### src/rtl/ntt_masked_share_split.sv
// Splits one beat of unmasked GS butterfly operands into two arithmetic shares mod 2^WIDTH
// and buffers them in a 2-entry skid FIFO. Optional recombination check: NTT_MASK_SPLIT_CHECK_EN.
package ntt_masked_share_split_pkg;
    localparam int unsigned MASK_WIDTH = 46;

    typedef enum logic [1:0] {
        MODE_NTT  = 2'd0,
        MODE_INTT = 2'd1,
        MODE_PWM  = 2'd2,
        MODE_ADD  = 2'd3
    } mode_t;

    // Operand order u00, v00, w00, u01, v01, w01; outer index selects the share.
    typedef logic [5:0][MASK_WIDTH-1:0] bf_uvwi_t;
    typedef bf_uvwi_t [1:0] masked_bf_uvwi_t;
endpackage

module ntt_masked_share_split
    import ntt_masked_share_split_pkg::*;
#(
    parameter int unsigned WIDTH      = MASK_WIDTH,
    parameter int unsigned HALF_WIDTH = WIDTH / 2
) (
    input  logic                       clk,
    input  logic                       reset,
    input  logic                       zeroize,
    input  logic                       in_valid_i,
    output logic                       in_ready_o,
    input  logic [HALF_WIDTH-1:0]      u00_i,
    input  logic [HALF_WIDTH-1:0]      v00_i,
    input  logic [HALF_WIDTH-1:0]      w00_i,
    input  logic [HALF_WIDTH-1:0]      u01_i,
    input  logic [HALF_WIDTH-1:0]      v01_i,
    input  logic [HALF_WIDTH-1:0]      w01_i,
    input  logic [5:0][WIDTH-1:0]      rnd_i,
    input  mode_t                      mode_i,
    input  logic                       accumulate_i,
    output logic                       out_valid_o,
    input  logic                       out_ready_i,
    output masked_bf_uvwi_t            uvw_o,
    output mode_t                      mode_o,
    output logic                       accumulate_o,
    output logic [15:0]                beat_cnt_o,
    output logic                       err_o
);

    typedef enum logic [1:0] {
        EMPTY = 2'd0,
        ONE   = 2'd1,
        TWO   = 2'd2
    } fifo_state_t;

    typedef struct packed {
        masked_bf_uvwi_t uvw;
        mode_t           mode;
        logic            acc;
    } entry_t;

    logic [5:0][HALF_WIDTH-1:0] plainOps;
    masked_bf_uvwi_t            newUvw;
    entry_t                     newEntry;
    fifo_state_t                state_q, state_d;
    entry_t                     slot0_q, slot0_d;
    entry_t                     slot1_q, slot1_d;
    logic                       inReady_q, inReady_d;
    logic [15:0]                beatCnt_q, beatCnt_d;
    logic                       accept;
    logic                       pop;

    assign plainOps = {w01_i, v01_i, u01_i, w00_i, v00_i, u00_i};
    assign accept   = in_valid_i && inReady_q;
    assign pop      = (state_q != EMPTY) && out_ready_i;

    // share1 is the raw mask; share0 carries the operand minus the mask.
    always_comb begin
        newUvw = '0;
        for (int k = 0; k < 6; k++) begin
            newUvw[1][k] = rnd_i[k];
            newUvw[0][k] = {{(WIDTH-HALF_WIDTH){1'b0}}, plainOps[k]} - rnd_i[k];
        end
    end

    assign newEntry = '{uvw: newUvw, mode: mode_i, acc: accumulate_i};

    // Slot 0 is always the head; popped slots are wiped so no stale shares linger.
    always_comb begin
        state_d   = state_q;
        slot0_d   = slot0_q;
        slot1_d   = slot1_q;
        beatCnt_d = accept ? beatCnt_q + 16'd1 : beatCnt_q;
        case (state_q)
            EMPTY: begin
                if (accept) begin
                    slot0_d = newEntry;
                    state_d = ONE;
                end
            end
            ONE: begin
                if (accept && pop) begin
                    slot0_d = newEntry;
                end else if (accept) begin
                    slot1_d = newEntry;
                    state_d = TWO;
                end else if (pop) begin
                    slot0_d = '0;
                    state_d = EMPTY;
                end
            end
            TWO: begin
                if (pop) begin
                    slot0_d = slot1_q;
                    slot1_d = '0;
                    state_d = ONE;
                end
            end
            default: begin
                slot0_d = '0;
                slot1_d = '0;
                state_d = EMPTY;
            end
        endcase
        inReady_d = (state_d != TWO);
        if (zeroize) begin
            state_d   = EMPTY;
            slot0_d   = '0;
            slot1_d   = '0;
            beatCnt_d = '0;
            inReady_d = 1'b0;
        end
    end

    always_ff @(posedge clk or posedge reset) begin
        if (reset) begin
            state_q   <= EMPTY;
            slot0_q   <= '0;
            slot1_q   <= '0;
            inReady_q <= 1'b0;
            beatCnt_q <= '0;
        end else begin
            state_q   <= state_d;
            slot0_q   <= slot0_d;
            slot1_q   <= slot1_d;
            inReady_q <= inReady_d;
            beatCnt_q <= beatCnt_d;
        end
    end

    assign in_ready_o   = inReady_q;
    assign out_valid_o  = (state_q != EMPTY);
    assign uvw_o        = slot0_q.uvw;
    assign mode_o       = slot0_q.mode;
    assign accumulate_o = slot0_q.acc;
    assign beat_cnt_o   = beatCnt_q;

`ifdef NTT_MASK_SPLIT_CHECK_EN
    logic             mismatch;
    logic [WIDTH-1:0] recombined;
    logic             err_q, err_d;

    // Recombine the freshly split shares and compare with the operands they came from.
    always_comb begin
        mismatch   = 1'b0;
        recombined = '0;
        for (int k = 0; k < 6; k++) begin
            recombined = newUvw[0][k] + newUvw[1][k];
            if (recombined != {{(WIDTH-HALF_WIDTH){1'b0}}, plainOps[k]}) begin
                mismatch = 1'b1;
            end
        end
        err_d = zeroize ? 1'b0 : (err_q || (accept && mismatch));
    end

    always_ff @(posedge clk or posedge reset) begin
        if (reset) begin
            err_q <= 1'b0;
        end else begin
            err_q <= err_d;
        end
    end

    assign err_o = err_q;
`else
    assign err_o = 1'b0;
`endif

endmodule
### config.mk
export PLATFORM = sky130hd
export DESIGN_NAME = ntt_masked_share_split
export DESIGN_NICKNAME = d
export VERILOG_FILES = /design/src/rtl/ntt_masked_share_split.sv
export SDC_FILE = /design/constraint.sdc
export NUM_CORES = 2
export LEC_CHECK = 0
export BUFFER_PORTS_ARGS = -buffer_cell sky130_fd_sc_hd__buf_4
export CAP_MARGIN = 30
export CORE_AREA = 4 4 382 384
export CTS_BUF_LIST = sky130_fd_sc_hd__clkbuf_4 sky130_fd_sc_hd__clkbuf_8 sky130_fd_sc_hd__clkbuf_16
export DETAILED_ROUTE_END_ITERATION = 12
export DIE_AREA = 0 0 386 388
export PLACE_DENSITY = 0.67
export RECOVER_POWER = 25
export SLEW_MARGIN = 20
export SYNTH_ARGS = -nofsm -noshare
export SYNTH_HDL_FRONTEND = slang
export SYNTH_SLANG_ARGS = --single-unit
### constraint.sdc
create_clock -name clk -period 43.7 [get_ports clk]
set_clock_uncertainty 0.05 [all_clocks]
set_input_delay 2.185 -clock clk [delete_from_list [all_inputs] [get_ports clk]]
set_output_delay 2.185 -clock clk [all_outputs]
set_load 0.05 [all_outputs]
==> key figures <==
Clock tree
  • Htree depth: 4
  • Max clock buf depth: 3
  • Insertion delay to the later sink of the worst-skew pair: 760 ps
  • Setup bufs post-CTS: 0
  • CTS tree: built
  • CTS Hold Buffers Added: 0
  • CTS sink count: 1129
  • CTS-repair resized insts: 0
  • TritonCTS buffer count: 130
  • CTS clk-pin slew, worst paths: 60 ps
  • CTS Root Buffer Type: clkbuf_16

Place
  • I/O Buffers: 994
  • Area after DPL: 0.0625 mm2
  • Hpwl dp: 134 mm
  • Post-Place Cells: 7844
  • Pre-CTS WS: 34760 ps
  • Gpl congestion: 0.917

Logic synthesis
  • Synthesized instance count: 5274
  • Netlist cell types: 84
  • Count leader, synth: dfrtp_1
  • Commonest cells post-synth: dfrtp_1, o21ai_0, nand2_1
  • Syn. warnings: 0
  • Ranking of synthesized cells by area: dfrtp_1, a22o_1, o21ai_0
  • Count of state elements after synthesis: 1129
  • Post-synthesis sequential area ratio: 52.8%
  • Avg Cell Area, Syn: 10.1 um2
  • Synth Area in XOR/XNOR: 4.29%
  • Post-Synthesis Cell Area: 0.0535 mm2
  • Leading area contributor after synthesis: dfrtp_1
  • Largest family of logic cells by synthesized area: compound AO/OA/AOI/OAI gates
  • Post-synth EDFFs: 0
  • Adder-cell area share of the yosys netlist: 3.48%
  • Synth top area share: 52.8%
  • Post-synth ARST share: 100%
  • Syn nets: 5841
  • Synth Flop Type: dfrtp_1
  • Synth Area in Compound Gates: 25.8%
  • Simple-gate share of the synthesized area: 9.36%
  • Mux cell area share after synthesis: 0.0608%

Worst setup path
  • CP peak stage delay: 5790 ps
  • Worst Setup End Kind: async pin
  • Crit path max-delay cell type: clkbuf_1
  • Worst Path Max Fanout: 156
  • WP buf/inv: 5
  • Startpoint Class: input port
  • Setup Crit Path Kind: in -> async
  • Worst-path cell chain: clkbuf_4, clkinvlp_2, clkbuf_1, clkbuf_1, clkbuf_1
  • Critical path data required time: 42370 ps
  • Crit path DAT: 13710 ps
  • CP delay by family, top: buffers and inverters
  • Most common cell on crit path: clkbuf_1

Drt
  • Initial DRT Pass Iterations: 6
  • Met1 WL: 78.1 mm
  • Wire length per cell: 24.2 um
  • DRC viols: 0
  • Top Metal Used: met5
  • Vias: 46500
  • ANT nets after route: 0
  • 1st-iter DRT viols: 4139
  • Vias per cell: 5.74
  • Met3 routed WL: 17.7 mm
  • Routed wire length: 196 mm
  • Met2 WL: 91.8 mm

Power
  • Worst vdd ir: 36.4 uV
  • PD cells: 42.4 mW/mm2
  • Leak pwr: 0.0321 uW

Timing
  • Post-route setup slack: 28650 ps
  • Hold Vio Cnt, Final: 0
  • Relative slew slack: -467%
  • Setup TNS: 0 ps
  • Tcrit/Tclk final: 34.4%
  • Pins Over Slew Limit: 427
  • Final setup viols: 0
  • Tmin final: 15050 ps
  • Worst slew pin tran: 8510 ps
  • RSZ-0062 raised after global routing: false
  • Fmax: 66.5 MHz

Floorplanning
  • Die Width: 386 um
  • Initial Util: 37.5%
  • Die span in y: 388 um
  • Core area: 0.143 mm2
  • Rows: 139
  • Die area: 0.150 mm2
  • Total I/O pin count: 996

Run status
  • Status: finished, violations left
  • Failing checks: capacitance limit, slew limit

Layout
  • Fin area: 0.0660 mm2
  • Share of cells above drive strength 1: 16.5%
  • Final core utilization: 46.3%
  • Finished Layout Cells: 8102
  • Area Overhead vs Synth: 23.5%
  • Final #Nets: 6650

Global routing
  • Largest net degree at the start of global routing: 197
  • Gr usage total: 25.1%
  • GRT overflow: 0
  • First-pass GRT wire length: 292 mm
  • Initial antenna violation count: 31
  • Vias in the first global route: 45400

Min path
  • Hold WC Path Type: reg -> reg

Run
  • Number of max-cap violations: 5
-- worst paths after layout --
check                      startpoint         end  slack, ps  cells past startpoint
max                             reset  uvw_o[124]      28650                      5
min                        uvw_o[507]  uvw_o[507]        430                      2
max reg2reg                in_ready_o  uvw_o[371]      36860                      8
min reg2reg                uvw_o[507]  uvw_o[507]        430                      2
max in group clk           in_valid_i  uvw_o[371]      35770                      9
min in group asynchronous       reset  uvw_o[283]       1560                      2
-- layout by cell type (no fill, tap or decap), types with 9 or more instances in the layout --
master	Yosys	routed
a211oi_1	13	13
and3_1	25	25
clkbuf_1	359	316
nand2b_1	25	25
nor2b_1	30	28
inv_1	200	199
a22o_1	421	421
xnor2_1	152	152
nor3b_1	9	9
a222oi_1	27	27
a21boi_0	9	9
or3_1	13	12
clkbuf_16	0	132
a21oi_1	128	127
nand3_1	37	37
dfrtp_1	1129	1129
o211ai_1	13	13
a21o_1	144	143
nor4_1	24	23
nand2_1	690	690
o21bai_1	17	17
o21a_1	27	27
diode_2	0	22
xor2_1	110	110
buf_12	0	11
a22oi_1	418	418
o21ai_0	725	725
ha_1	139	139
a31oi_1	11	11
nand4_1	14	14
buf_4	1	724
clkbuf_8	2	22
nor2_1	135	133
clkinv_2	0	19
bufinv_16	0	15
and2_1	13	12
clkbuf_4	0	19
nor3_1	49	49
-- state kept, by name (all words and copies together), names as in the netlist --
register	count
slot1_q	555
uvw_o	552
beat_cnt_o	16
mode_o	2
state_q	2
accumulate_o	1
in_ready_o	1
-- metrics by stage --
stage          hold WS (ps)  total power (uW)
6_report                425              2800
5_1_grt                 440              2900
4_1_cts                 429              2830
3_5_place_dp            416              1670
3_3_place_gp            411              1670
2_1_floorplan           399              1460
-- power by group --
| group | switching, uW | total [uW] | internal (uW) | leakage, uW |
|---|---|---|---|---|
| combinational | 376 | 524 | 148 | 0.0143 |
| sequential | 29.5 | 1120 | 1090 | 0.0156 |
| clock | 462 | 1160 | 695 | 0.00225 |
-- routing by layer --
| metal | vias to the layer above | GRT usage (%) |
|---|---|---|
| met5 | - | 0 |
| met4 | 4 | 10.8 |
| met3 | 341 | 6.82 |
| met2 | 1917 | 39.4 |
| met1 | 23600 | 32.6 |
| li1 | 20700 | - |
-- kinds of logic after synthesis --
logic type	after synthesis
AOI/OAI and AO/OA	2030
DFF	1129
and+or+nand+nor	1122
buffers and inverters	582
xor gates and xnor gates	262
adders and majority gates	145
muxes	3
other	1
-- worst min-delay path: cells and delay by family, from the launching register on --
kind / cells / cell delay, ps
DFF: 1 / 340
AOI/OAI and AO/OA: 1 / 60
and+or+nand+nor: 1 / 50
-- final cells by class --
class	count	area [um2]
Inverter	200	752
Sequential cell	1129	28300
Clock buffer	172	3740
Fill cell	13700	76700
Tap cell	1903	2380
Clock inverter	54	769
Antenna cell	22	55.1
Timing Repair Buffer	1059	7020
Multi-Input combinational cell	3563	23100
(Power assumes the default switching activity.)
